[src/rtl/core_mem_port_arb_pkg.sv]
// ============================================================================
// Module   : core_mem_port_arb_pkg
// Brief    : Shared types and constants for the core data-memory port arbiter.
// Revision : 1.0 - initial release
// ============================================================================
`default_nettype none

package core_mem_port_arb_pkg;

  localparam int   CORE_XLEN    = 32;
  localparam logic ARB_PORT_IFU = 1'b0;
  localparam logic ARB_PORT_LSU = 1'b1;

  typedef enum logic [1:0] {
    ST_IDLE = 2'd0,
    ST_REQ  = 2'd1,
    ST_RESP = 2'd2
  } arb_state_t;

endpackage

`default_nettype wire

[src/rtl/core_rr_arb2.sv]
// ============================================================================
// Module   : core_rr_arb2
// Brief    : Two-way round-robin picker; on a tie the port not granted last wins.
// Revision : 1.0 - initial release
// ============================================================================
`default_nettype none

module core_rr_arb2
  import core_mem_port_arb_pkg::*;
(
  input  logic [1:0] req,
  input  logic       last_grant,
  output logic [1:0] grant
);

  always_comb begin
    grant = 2'b00;
    if (req[0] && (!req[1] || (last_grant == ARB_PORT_LSU))) begin
      grant[0] = 1'b1;
    end else if (req[1]) begin
      grant[1] = 1'b1;
    end
  end

endmodule

`default_nettype wire

[src/rtl/core_mem_port_arb.sv]
// ============================================================================
// Module   : core_mem_port_arb
// Brief    : Shares one data-memory port between IFU (p0) and LSU (p1), single
//            outstanding access, round-robin grant, watchdog abort.
// Revision : 1.0 - initial release
// ============================================================================
`default_nettype none

module core_mem_port_arb
  import core_mem_port_arb_pkg::*;
#(
  parameter int XLEN    = CORE_XLEN,
  parameter int WMASK_W = 8,
  parameter int TIMEOUT = 255
) (
  input  logic               clk,
  input  logic               rst,
  input  logic               p0_req_valid,
  output logic               p0_req_ready,
  input  logic [XLEN-1:0]    p0_req_addr,
  output logic               p0_resp_valid,
  output logic [XLEN-1:0]    p0_resp_rdata,
  output logic               p0_resp_err,
  input  logic               p1_req_valid,
  output logic               p1_req_ready,
  input  logic [XLEN-1:0]    p1_req_addr,
  input  logic               p1_req_wen,
  input  logic [XLEN-1:0]    p1_req_wdata,
  input  logic [WMASK_W-1:0] p1_req_wmask,
  output logic               p1_resp_valid,
  output logic [XLEN-1:0]    p1_resp_rdata,
  output logic               p1_resp_err,
  output logic               mem_req_valid,
  input  logic               mem_req_ready,
  output logic [XLEN-1:0]    mem_addr,
  output logic               mem_wen,
  output logic [XLEN-1:0]    mem_wdata,
  output logic [WMASK_W-1:0] mem_wmask,
  input  logic               mem_resp_valid,
  input  logic [XLEN-1:0]    mem_rdata
);

  localparam int              CNT_W      = (TIMEOUT > 1) ? $clog2(TIMEOUT + 1) : 1;
  localparam logic [CNT_W-1:0] c_cnt_last = (TIMEOUT > 0) ? CNT_W'(TIMEOUT - 1) : '0;
  localparam logic            c_wdog_en  = (TIMEOUT > 0);

  arb_state_t         r_state;
  arb_state_t         w_state_nxt;
  logic [CNT_W-1:0]   r_cnt;
  logic               r_owner;
  logic               r_last_grant;
  logic [XLEN-1:0]    r_addr;
  logic               r_wen;
  logic [XLEN-1:0]    r_wdata;
  logic [WMASK_W-1:0] r_wmask;

  logic [1:0]         w_grant;
  logic               w_take;
  logic               w_abort;
  logic               w_resp_fire;
  logic               w_resp_err;
  logic [XLEN-1:0]    w_rdata;

  core_rr_arb2 u_rr (
    .req        ({p1_req_valid, p0_req_valid}),
    .last_grant (r_last_grant),
    .grant      (w_grant)
  );

  // Abort fires on the TIMEOUT-th cycle spent in the current busy state.
  assign w_abort = c_wdog_en && (r_state != ST_IDLE) && (r_cnt == c_cnt_last);

  always_ff @(posedge clk) begin
    if (rst) begin
      r_state <= ST_IDLE;
    end else begin
      r_state <= w_state_nxt;
    end
  end

  always_comb begin
    w_state_nxt   = r_state;
    p0_req_ready  = 1'b0;
    p1_req_ready  = 1'b0;
    mem_req_valid = 1'b0;
    w_take        = 1'b0;
    w_resp_fire   = 1'b0;
    w_resp_err    = 1'b0;
    case (r_state)
      ST_IDLE: begin
        p0_req_ready = w_grant[0];
        p1_req_ready = w_grant[1];
        if (|w_grant) begin
          w_take      = 1'b1;
          w_state_nxt = ST_REQ;
        end
      end
      ST_REQ: begin
        if (w_abort) begin
          w_resp_fire = 1'b1;
          w_resp_err  = 1'b1;
          w_state_nxt = ST_IDLE;
        end else begin
          mem_req_valid = 1'b1;
          if (mem_req_ready) begin
            w_state_nxt = ST_RESP;
          end
        end
      end
      ST_RESP: begin
        // A real response arriving on the abort cycle still wins.
        if (mem_resp_valid) begin
          w_resp_fire = 1'b1;
          w_state_nxt = ST_IDLE;
        end else if (w_abort) begin
          w_resp_fire = 1'b1;
          w_resp_err  = 1'b1;
          w_state_nxt = ST_IDLE;
        end
      end
      default: begin
        w_state_nxt = ST_IDLE;
      end
    endcase
  end

  always_ff @(posedge clk) begin
    if (rst) begin
      r_cnt        <= '0;
      r_owner      <= ARB_PORT_IFU;
      r_last_grant <= ARB_PORT_LSU;
      r_addr       <= '0;
      r_wen        <= 1'b0;
      r_wdata      <= '0;
      r_wmask      <= '0;
    end else begin
      if (w_state_nxt != r_state) begin
        r_cnt <= '0;
      end else if (c_wdog_en && (r_state != ST_IDLE)) begin
        r_cnt <= r_cnt + CNT_W'(1);
      end
      if (w_take) begin
        r_owner      <= w_grant[1];
        r_last_grant <= w_grant[1];
        r_addr       <= w_grant[1] ? p1_req_addr : p0_req_addr;
        r_wen        <= w_grant[1] & p1_req_wen;
        r_wdata      <= w_grant[1] ? p1_req_wdata : '0;
        r_wmask      <= w_grant[1] ? p1_req_wmask : '0;
      end
    end
  end

  assign mem_addr  = r_addr;
  assign mem_wen   = r_wen;
  assign mem_wdata = r_wdata;
  assign mem_wmask = r_wmask;

  assign w_rdata = (w_resp_err || r_wen) ? '0 : mem_rdata;

  assign p0_resp_valid = w_resp_fire && (r_owner == ARB_PORT_IFU);
  assign p1_resp_valid = w_resp_fire && (r_owner == ARB_PORT_LSU);
  assign p0_resp_rdata = p0_resp_valid ? w_rdata : '0;
  assign p1_resp_rdata = p1_resp_valid ? w_rdata : '0;
  assign p0_resp_err   = p0_resp_valid & w_resp_err;
  assign p1_resp_err   = p1_resp_valid & w_resp_err;

endmodule

`default_nettype wire
[config.mk]
export PLATFORM = sky130hd
export DESIGN_NAME = core_mem_port_arb
export DESIGN_NICKNAME = d
export VERILOG_FILES = /design/src/rtl/core_mem_port_arb_pkg.sv /design/src/rtl/core_rr_arb2.sv /design/src/rtl/core_mem_port_arb.sv
export SDC_FILE = /design/constraint.sdc
export NUM_CORES = 1
export LEC_CHECK = 0
export CAP_MARGIN = 20
export CORE_MARGIN = 4
export CORE_UTILIZATION = 38
export CTS_CLUSTER_DIAMETER = 40
export CTS_CLUSTER_SIZE = 16
export DETAILED_ROUTE_END_ITERATION = 6
export MAX_ROUTING_LAYER = met4
export PLACE_DENSITY = 0.9
export SETUP_SLACK_MARGIN = 0.4
export SLEW_MARGIN = 20
export SYNTH_ARGS = -nofsm -noshare
export SYNTH_HDL_FRONTEND = slang
export SYNTH_HIERARCHICAL = 1
export SYNTH_SLANG_ARGS = --single-unit
[constraint.sdc]
create_clock -name clk -period 3 [get_ports clk]
set_input_delay 0.45 -clock clk [delete_from_list [all_inputs] [get_ports clk]]
set_output_delay 0.45 -clock clk [all_outputs]
set_load 0.02 [all_outputs]
==> flow_summary.yaml, run 1 <==
synthesis:
  synth-edff-count: 0
  syn_inst: 447
  synth_nets: 596
  synth_top_area_share_pct: 42.3
  synth_area_per_cell_um2: 9.00
  seq_area_frac_synth_pct: 42.3
  yosys_warnings: 6
  synth.most_common_cell: "dfxtp_1"
  yosysUniqueCellTypes: 40
  async_reset_ff_share_pct: 0
  synth_seq_cells: 85
  yosys-top-cells-count: "85 x dfxtp_1, 83 x nor2_1, 66 x and2_1"
  synthFlopType: "dfxtp_1"
  synth_area_leaders: "dfxtp_1 42%, and2_1 10%, mux2i_1 8.0%"
  yosysTopAreaCell: "dfxtp_1"
  synth.cell_area_um2: 4020
timing:
  maxSlewViolCount: 0
  clock_skew_ps: 12.0
  period_share_pct: 88.0
  slew_headroom_pct: 45.1
  fin_setup_tns_ps: 0
  rsz0062_at_grt: "true"
  worst_slew_pin_slew_ps: 823
  setup_viol: 0
  timing.fmax_ghz: 0.379
  period_minus_slack_ps: 2640
  hold_viol_final: 0
  holdWs_ps: 502
  setup_ws_ps: 359
die:
  coreArea_um2: 10300
  rows: 37
  io_pins: 287
  die_area_um2: 12300
  fp.dieW_um: 111
  initial_core_util_pct: 39.0
  die_h_um: 111
pwr:
  ir_drop_v: 0.000273
  internal-power_mw: 2.38
  comb_power_share_pct: 35.9
  power_mw: 3.53
  seqPwrFrac_pct: 38.1
  p_leak_nw: 3.04
  clkPwrFrac_pct: 26.0
  switching_share_pct: 32.5
  power.density_nw_per_um2: 473
  power.switching_mw: 1.15
placement:
  dp_slack_ps: 35.7
  post_dp_cell_area_um2: 7000
  hpwl_mm: 12.0
  io_buffers: 286
  gp_congestion: 0.908
  post-place-cells: 843
grt:
  grt_overflow_total: 0
  track_usage_pct: 25.0
  grt_pass1_wl_mm: 24.1
  antenna_found_initial: 0
  grt_max_degree: 54
  grt_pass1_vias: 4654
worst_setup_path:
  rr_worst_depth: 7
  arrival_ps: 2190
  end_kind: "primary output"
  criticalPathCategory: "reg -> out"
  worstSetupStartpointType: "register"
  critPathMaxFanout: 16
  timing.critical_path.required_ps: 2550
routing:
  routed-via-count: 4461
  drtPass1Iterations: 5
  drt_wl_total_mm: 16.0
  viasPerCell: 5.06
  drc: 0
  drtIter0Drc: 255
  ant_nets: 0
  wl_per_cell_um: 18.1
min_path:
  min-delay-path-class: "reg -> reg"
  min_path_cells: 2
final_layout:
  areaGrowthSynthToFinish_pct: 85.5
  fin_cells: 881
  fin_nets: 889
  num_antenna_cells: 0
  drive_gt1_share_pct: 21.1
  fin_util_pct: 72.3
  final_cell_area_um2: 7460
clocking:
  htreeDepth: 3
  cts_sinks: 85
  root_buffer: "clkbuf_8"
  clkLatencyLatePin_ps: 350
  cts-buffers-inserted: 9
  cts_buffer_depth: 2
  clk_pin_slew_ps: 80
  cts_tree: "done"
status:
  outcome: "completed"
run:
  cap_violations: 0
-- layer usage --
metal	up-vias	GRT usage (%)	share of wire, %	wire (um)
met4	0	9.85	2.6	420
met3	28	5.35	6.2	982
met1	2063	24.2	36	5750
li1	2150	-	-	-
met5	-	-	0	0
met2	220	48.1	55	8800
-- kinds of logic (layout without fill, tap and decap cells) --
logic type / count (synthesis) / after routing / synth area share (%)
AND/OR/NAND/NOR: 180 / 180 / 22.6
AO/OA/AOI/OAI: 91 / 91 / 17.8
flip-flops: 85 / 85 / 42.3
buffers and inverters: 46 / 344 / 5.91
multiplexers: 32 / 32 / 7.96
XOR/XNOR: 7 / 7 / 1.52
adder cells (fa/ha/maj): 6 / 6 / 1.87
-- cell type report --
cell class / instances / area [um2]
flip-flops and latches: 85 / 1710
inverters: 9 / 38.8
clock buffers: 10 / 138
multi-input cells: 316 / 2190
well taps: 136 / 170
repair buffers: 319 / 3120
clock inverters: 6 / 93.8
fillers: 760 / 2860
-- worst max-delay path: stages, from the launching register on --
cell	delay, ps
dfxtp_2	370
inv_4	60
ha_4	270
nand4b_1	250
a211oi_4	270
buf_4	160
buf_12	120
and2_1	160
buf_2	180
-- layout by cell type (no fill, tap or decap), drive strengths merged, types with 4 or more instances in the layout --
| master | n |
|---|---|
| a211oi | 34 |
| a22oi | 42 |
| and2 | 67 |
| buf | 97 |
| clkbuf | 13 |
| clkdlybuf4s50 | 215 |
| dfxtp | 85 |
| ha | 6 |
| inv | 10 |
| mux2i | 32 |
| nand2 | 5 |
| nand4 | 4 |
| nor2 | 83 |
| nor3 | 11 |
| xor2 | 4 |
-- power groups by stage --
| stage | combinational (mW) | sequential [mW] | clock (mW) |
|---|---|---|---|
| 6_report | 1.27 | 1.34 | 0.919 |
| 5_1_grt | 1.36 | 1.36 | 0.994 |
| 4_1_cts | 1.25 | 1.35 | 0.942 |
| 3_5_place_dp | 1.22 | 1.37 | 0 |
| 3_3_place_gp | 1.19 | 1.36 | 0 |
| 2_1_floorplan | 0.465 | 1.51 | 0 |
-- sequential cells by signal, summed over array words and instances, names as in the netlist --
register,flops
mem_wen,1
r_state,2
mem_wdata,32
mem_wmask,8
r_owner,1
mem_addr,32
r_last_grant,1
r_cnt,8
-- repair_timing --
action | 4_1_cts | 5_1_grt
gates cloned | 2 | 3
gates resized for setup | 286 | 100
pin swaps | 4 | 4
buffers inserted | 15 | 2
hold buffers | 0 | 0
endpoints found under the setup margin | 69 | 66
-- final timing paths --
kind / from / end / slack, ps
worst max-delay path: r_state[1] / p0_resp_rdata[1] / 360
worst min register to register: mem_addr[26] / mem_addr[26] / 500
worst max register to register: r_state[1] / r_cnt[4] / 1020
worst min-delay path: mem_addr[26] / mem_addr[26] / 500
No activity file was read; power rests on OpenSTA's default activity.
==> run 2: changes to the inputs <==
--- a/config.mk
+++ b/config.mk
@@ -9,3 +9,3 @@
 export CORE_MARGIN = 4
-export CORE_UTILIZATION = 38
+export CORE_UTILIZATION = 35
 export CTS_CLUSTER_DIAMETER = 40
@@ -14,3 +14,3 @@
 export MAX_ROUTING_LAYER = met4
-export PLACE_DENSITY = 0.9
+export PLACE_DENSITY = 0.84
 export SETUP_SLACK_MARGIN = 0.4
==> constraint.sdc (replaced) <==
create_clock -name clk -period 2.45 [get_ports clk]
set_input_delay 0.3675 -clock clk [delete_from_list [all_inputs] [get_ports clk]]
set_output_delay 0.3675 -clock clk [all_outputs]
set_load 0.005 [all_outputs]
==> flow_summary.yaml, run 2 (synthesis gave the netlist of run 1 again) <==
status:
  outcome: "complete, but fails checks"
  violations: "setup timing"
pwr:
  seqPwrFrac_pct: 37.0
  ir_drop_v: 0.000361
  p_leak_nw: 3.29
  power.density_nw_per_um2: 549
  power.switching_mw: 1.34
  clkPwrFrac_pct: 29.0
  switching_share_pct: 30.3
  comb_power_share_pct: 34.0
  internal-power_mw: 3.10
grt:
  grt_max_degree: 67
  track_usage_pct: 23.4
  grt_pass1_wl_mm: 23.7
  antenna_found_initial: 0
  grt_pass1_vias: 4686
  grt_overflow_total: 0
die:
  coreArea_um2: 11000
  fp.dieW_um: 115
  io_pins: 287
  die_area_um2: 13300
  rows: 38
  die_h_um: 115
  initial_core_util_pct: 36.5
placement:
  hpwl_mm: 11.5
  gp_congestion: 0.899
  post_dp_cell_area_um2: 7110
  dp_slack_ps: -254
  io_buffers: 286
final_layout:
  drive_gt1_share_pct: 28.9
  final_common_cell: "clkdlybuf4s50_1"
  areaGrowthSynthToFinish_pct: 101
  fin_nets: 906
  layout_common_cells: "214 x clkdlybuf4s50_1, 82 x nor2_1, 82 x dfxtp_1"
  ff_latch_area_um2: 1710
  fill_cells: 734
  num_antenna_cells: 0
  final_cell_area_um2: 8090
  multi_input_area_um2: 2340
routing:
  drc: 0
  drtIter0Drc: 235
  drt_wl_total_mm: 17.4
  drtPass1Iterations: 4
  routed.top_layer: "met4"
  ant_nets: 0
  drt-met1-wl_mm: 6.41
  wl_met2_mm: 9.07
  dr_wl_met3_mm: 1.23
  viasPerCell: 5.16
  wl_per_cell_um: 19.3
  routed-via-count: 4650
timing:
  clock_skew_ps: 5.84
  setup_ws_ps: -221
  period_minus_slack_ps: 2670
  slew_headroom_pct: 53.2
  fin_setup_tns_ps: -8080
  setup_viol: 64
  maxSlewViolCount: 0
  worst_slew_pin_slew_ps: 702
  period_share_pct: 109
  hold_viol_final: 0
  timing.fmax_ghz: 0.374
  rsz0062_at_grt: "true"
clocking:
  cts_buffer_depth: 2
  clkLatencyLatePin_ps: 330
  htreeDepth: 3
  cts_tree: "done"
  cts_hold_buffers: 0
  cts-buffers-inserted: 9
  root_buffer: "clkbuf_16"
  clk_pin_slew_ps: 70
  cts_sinks: 85
worst_setup_path:
  timing.critical_path.required_ps: 2080
  end_kind: "primary output"
  arrival_ps: 2300
  criticalPathCategory: "reg -> out"
  critPathMaxFanout: 5
  worstSetupStartpointType: "register"
min_path:
  min-delay-path-class: "in -> reg"
run:
  cap_violations: 0
==> run 2: cell count changes in the layout (fill, tap and decap cells not counted), moves of 3 or more <==
cell / change
buf_6: +40
and2_4: +37
ha_2: -3
clkbuf_8: -10
a211oi_2: +3
buf_4: -23
buf_16: +4
clkbuf_16: +11
a211oi_1: -3
and2_1: -37
buf_2: -4
==> run 2: critical path, cell delays in order (launching register included) <==
cell	delay (ps)
dfxtp_2	330
inv_1	50
ha_1	200
and4b_4	200
and2_4	180
buf_6	120
a211oi_4	310
buf_6	190
buf_16	120
and2_4	150
buf_6	100
==> run 2: per-stage QoR <==
stage | utilization (%) | hold WS, ps | cells | power, mW
finish | 73.3 | 386 | 902 | 4.44
global route | 73.3 | 392 | 902 | 4.67
CTS | 70.3 | 368 | 894 | 4.37
detailed placement | 64.5 | 488 | 858 | 3.02
global placement | 64.5 | 477 | 858 | 2.98
floorplan | - | 453 | 447 | 2.23
==> run 2: power groups by stage <==
stage	combinational, mW	clock, mW	sequential [mW]
2_1_floorplan	0.555	0	1.68
3_3_place_gp	1.32	0	1.66
3_5_place_dp	1.35	0	1.67
4_1_cts	1.40	1.32	1.64
5_1_grt	1.62	1.39	1.66
6_report	1.51	1.29	1.65
==> run 2: final timing paths <==
check	end	from	cells past startpoint	slack, ps
setup / recovery	p1_resp_rdata[5]	r_cnt[0]	10	-220
hold / removal	mem_wmask[5]	rst	2	390
setup reg to reg	r_cnt[4]	r_cnt[0]	10	450
hold reg to reg	mem_wdata[28]	mem_wdata[28]	2	500
==> run 2: metal layers <==
| layer | up-vias | track usage [%] |
|---|---|---|
| li1 | 2185 | - |
| met2 | 218 | 41.6 |
| met4 | 0 | 11.0 |
| met5 | - | - |
| met1 | 2203 | 24.5 |
| met3 | 44 | 5.32 |
==> run 2: cell type report <==
cell class / count / area share (%)
Clock buffer: 10 / 2.83
Inverter: 9 / 0.449
Sequential cell: 85 / 21.1
Multi-Input combinational cell: 316 / 29.0
Tap cell: 140 / 2.17
Timing Repair Buffer: 336 / 43.8
Clock inverter: 6 / 0.665
==> run 2: what timing repair did <==
action                                  CTS  global route
endpoints found under the setup margin   71           102
resized for setup                       389            52
pin swaps                                38            11
buffers inserted                         14             4
gates cloned                              6             4
==> run 3: changes to the inputs <==
Settings changed: CORE_ASPECT_RATIO from default to 1.1.
==> flow_summary.yaml, run 3 (synthesis gave the netlist of run 1 again) <==
grt:
  grt_pass1_vias: 4783
  track_usage_pct: 25.1
  grt_max_degree: 65
  grt_pass1_wl_mm: 25.1
  grt_overflow_total: 0
  antenna_found_initial: 0
worst_setup_path:
  criticalPathCategory: "reg -> out"
  end_kind: "primary output"
  critPathLaunch: "r_state[0]"
  crit-reg2reg-launch: "r_state[0]"
  timing.critical_path.required_ps: 2080
  arrival_ps: 2280
  critPathMaxFanout: 7
  worstSetupStartpointType: "register"
die:
  die_area_um2: 13300
  initial_core_util_pct: 36.4
  coreArea_um2: 11100
  io_pins: 287
  fp.dieW_um: 110
  rows: 40
  die_h_um: 120
timing:
  setup_ws_ps: -199
  timing.fmax_ghz: 0.378
  worst_slew_pin_slew_ps: 480
  rsz0062_at_grt: "true"
  maxSlewViolCount: 0
  setup_viol: 59
  period_minus_slack_ps: 2650
  period_share_pct: 108
  holdWs_ps: 396
  hold_viol_final: 0
  clock_skew_ps: 6.34
  fin_setup_tns_ps: -7630
  slew_headroom_pct: 68.0
routing:
  ant_nets: 0
  drtPass1Iterations: 5
  viasPerCell: 5.26
  drc: 0
  drt_wl_total_mm: 18.3
  drtIter0Drc: 190
  routed-via-count: 4811
  wl_per_cell_um: 20.0
clocking:
  htreeDepth: 3
  clk_pin_slew_ps: 60
  clkLatencyLatePin_ps: 320
  cts-buffers-inserted: 9
  cts_sinks: 85
  cts_buffer_depth: 2
  cts_tree: "done"
  root_buffer: "clkbuf_16"
final_layout:
  multi_input_area_um2: 2360
  drive_gt1_share_pct: 28.4
  fin_nets: 914
  areaGrowthSynthToFinish_pct: 101
  num_antenna_cells: 0
  layout_common_cells: "213 x clkdlybuf4s50_1, 81 x dfxtp_1, 80 x nor2_1"
  fill_cells: 782
  final_common_cell: "clkdlybuf4s50_1"
  ff_latch_area_um2: 1710
min_path:
  min-delay-path-class: "in -> reg"
  min-delay-start: "rst"
pwr:
  ir_drop_v: 0.000398
  p_leak_nw: 3.29
  power.density_nw_per_um2: 542
placement:
  io_buffers: 286
  gp_congestion: 0.843
  hpwl_mm: 12.4
status:
  violations: "setup timing"
  outcome: "complete, but fails checks"
run:
  cap_violations: 0
-- run 3: cell types whose count changed in the layout (fill, tap and decap cells not counted), moves of 3 or more --
cell,before,now
buf_4,19,33
and2_4,61,50
inv_6,3,0
and2_1,6,17
clkdlybuf4s15_2,0,8
buf_6,75,60
-- run 3: final cells by class --
class / instances / area share [%]
flip-flops and latches: 85 / 21.1
clock buffers: 11 / 2.88
repair buffers: 344 / 43.9
well taps: 147 / 2.28
clock inverters: 2 / 0.170
inverters: 9 / 0.449
multi-input cells: 316 / 29.2
-- run 3: routing by layer --
metal / GRT usage [%] / up-vias / wire length [um]
met2: 44.7 / 260 / 9490
met1: 24.6 / 2293 / 6340
li1: - / 2200 / -
met4: 11.9 / 0 / 884
met3: 7.15 / 58 / 1580
met5: - / - / 0
-- run 3: critical path, cell delays in order, from the launching register on --
cell       delay, ps
dfxtp_2          330
inv_4             80
ha_4             150
and4b_4          200
and2_4           180
buf_6            130
a211oi_4         230
buf_4            160
buf_6            120
clkbuf_16        150
and2_4           140
buf_6             90
-- run 3: through the flow --
step	setup slack, ps	util, %	instance area (um2)	instances	power [mW]
floorplan	407	-	4020	447	2.23
global placement	-226	64.2	7100	866	2.98
detailed placement	-265	64.2	7100	866	3.02
CTS	-183	69.8	7720	901	4.25
global route	-273	73.1	8080	914	4.60
finish	-199	73.1	8080	914	4.38
-- run 3: power by group --
part | switching [mW] | internal, mW
Sequential | 0.0926 | 1.55
Combinational | 0.703 | 0.868
Clock | 0.497 | 0.670
-- run 3: path summary, 6_finish.rpt --
| check | end | slack (ps) | cells after the start |
|---|---|---|---|
| worst min-delay path | mem_wmask[1] | 400 | 2 |
| worst max register to register | r_cnt[1] | 470 | 9 |
| worst min register to register | mem_wdata[5] | 500 | 2 |
| worst max-delay path | p1_resp_rdata[3] | -200 | 11 |
-- run 3: what timing repair did --
item | in CTS | in global routing
buffers inserted | 18 | 9
cloned | 4 | 4
hold buffers | 0 | 0
resized for setup | 339 | 79
endpoints found under the setup margin | 79 | 94
pin swaps | 24 | 15
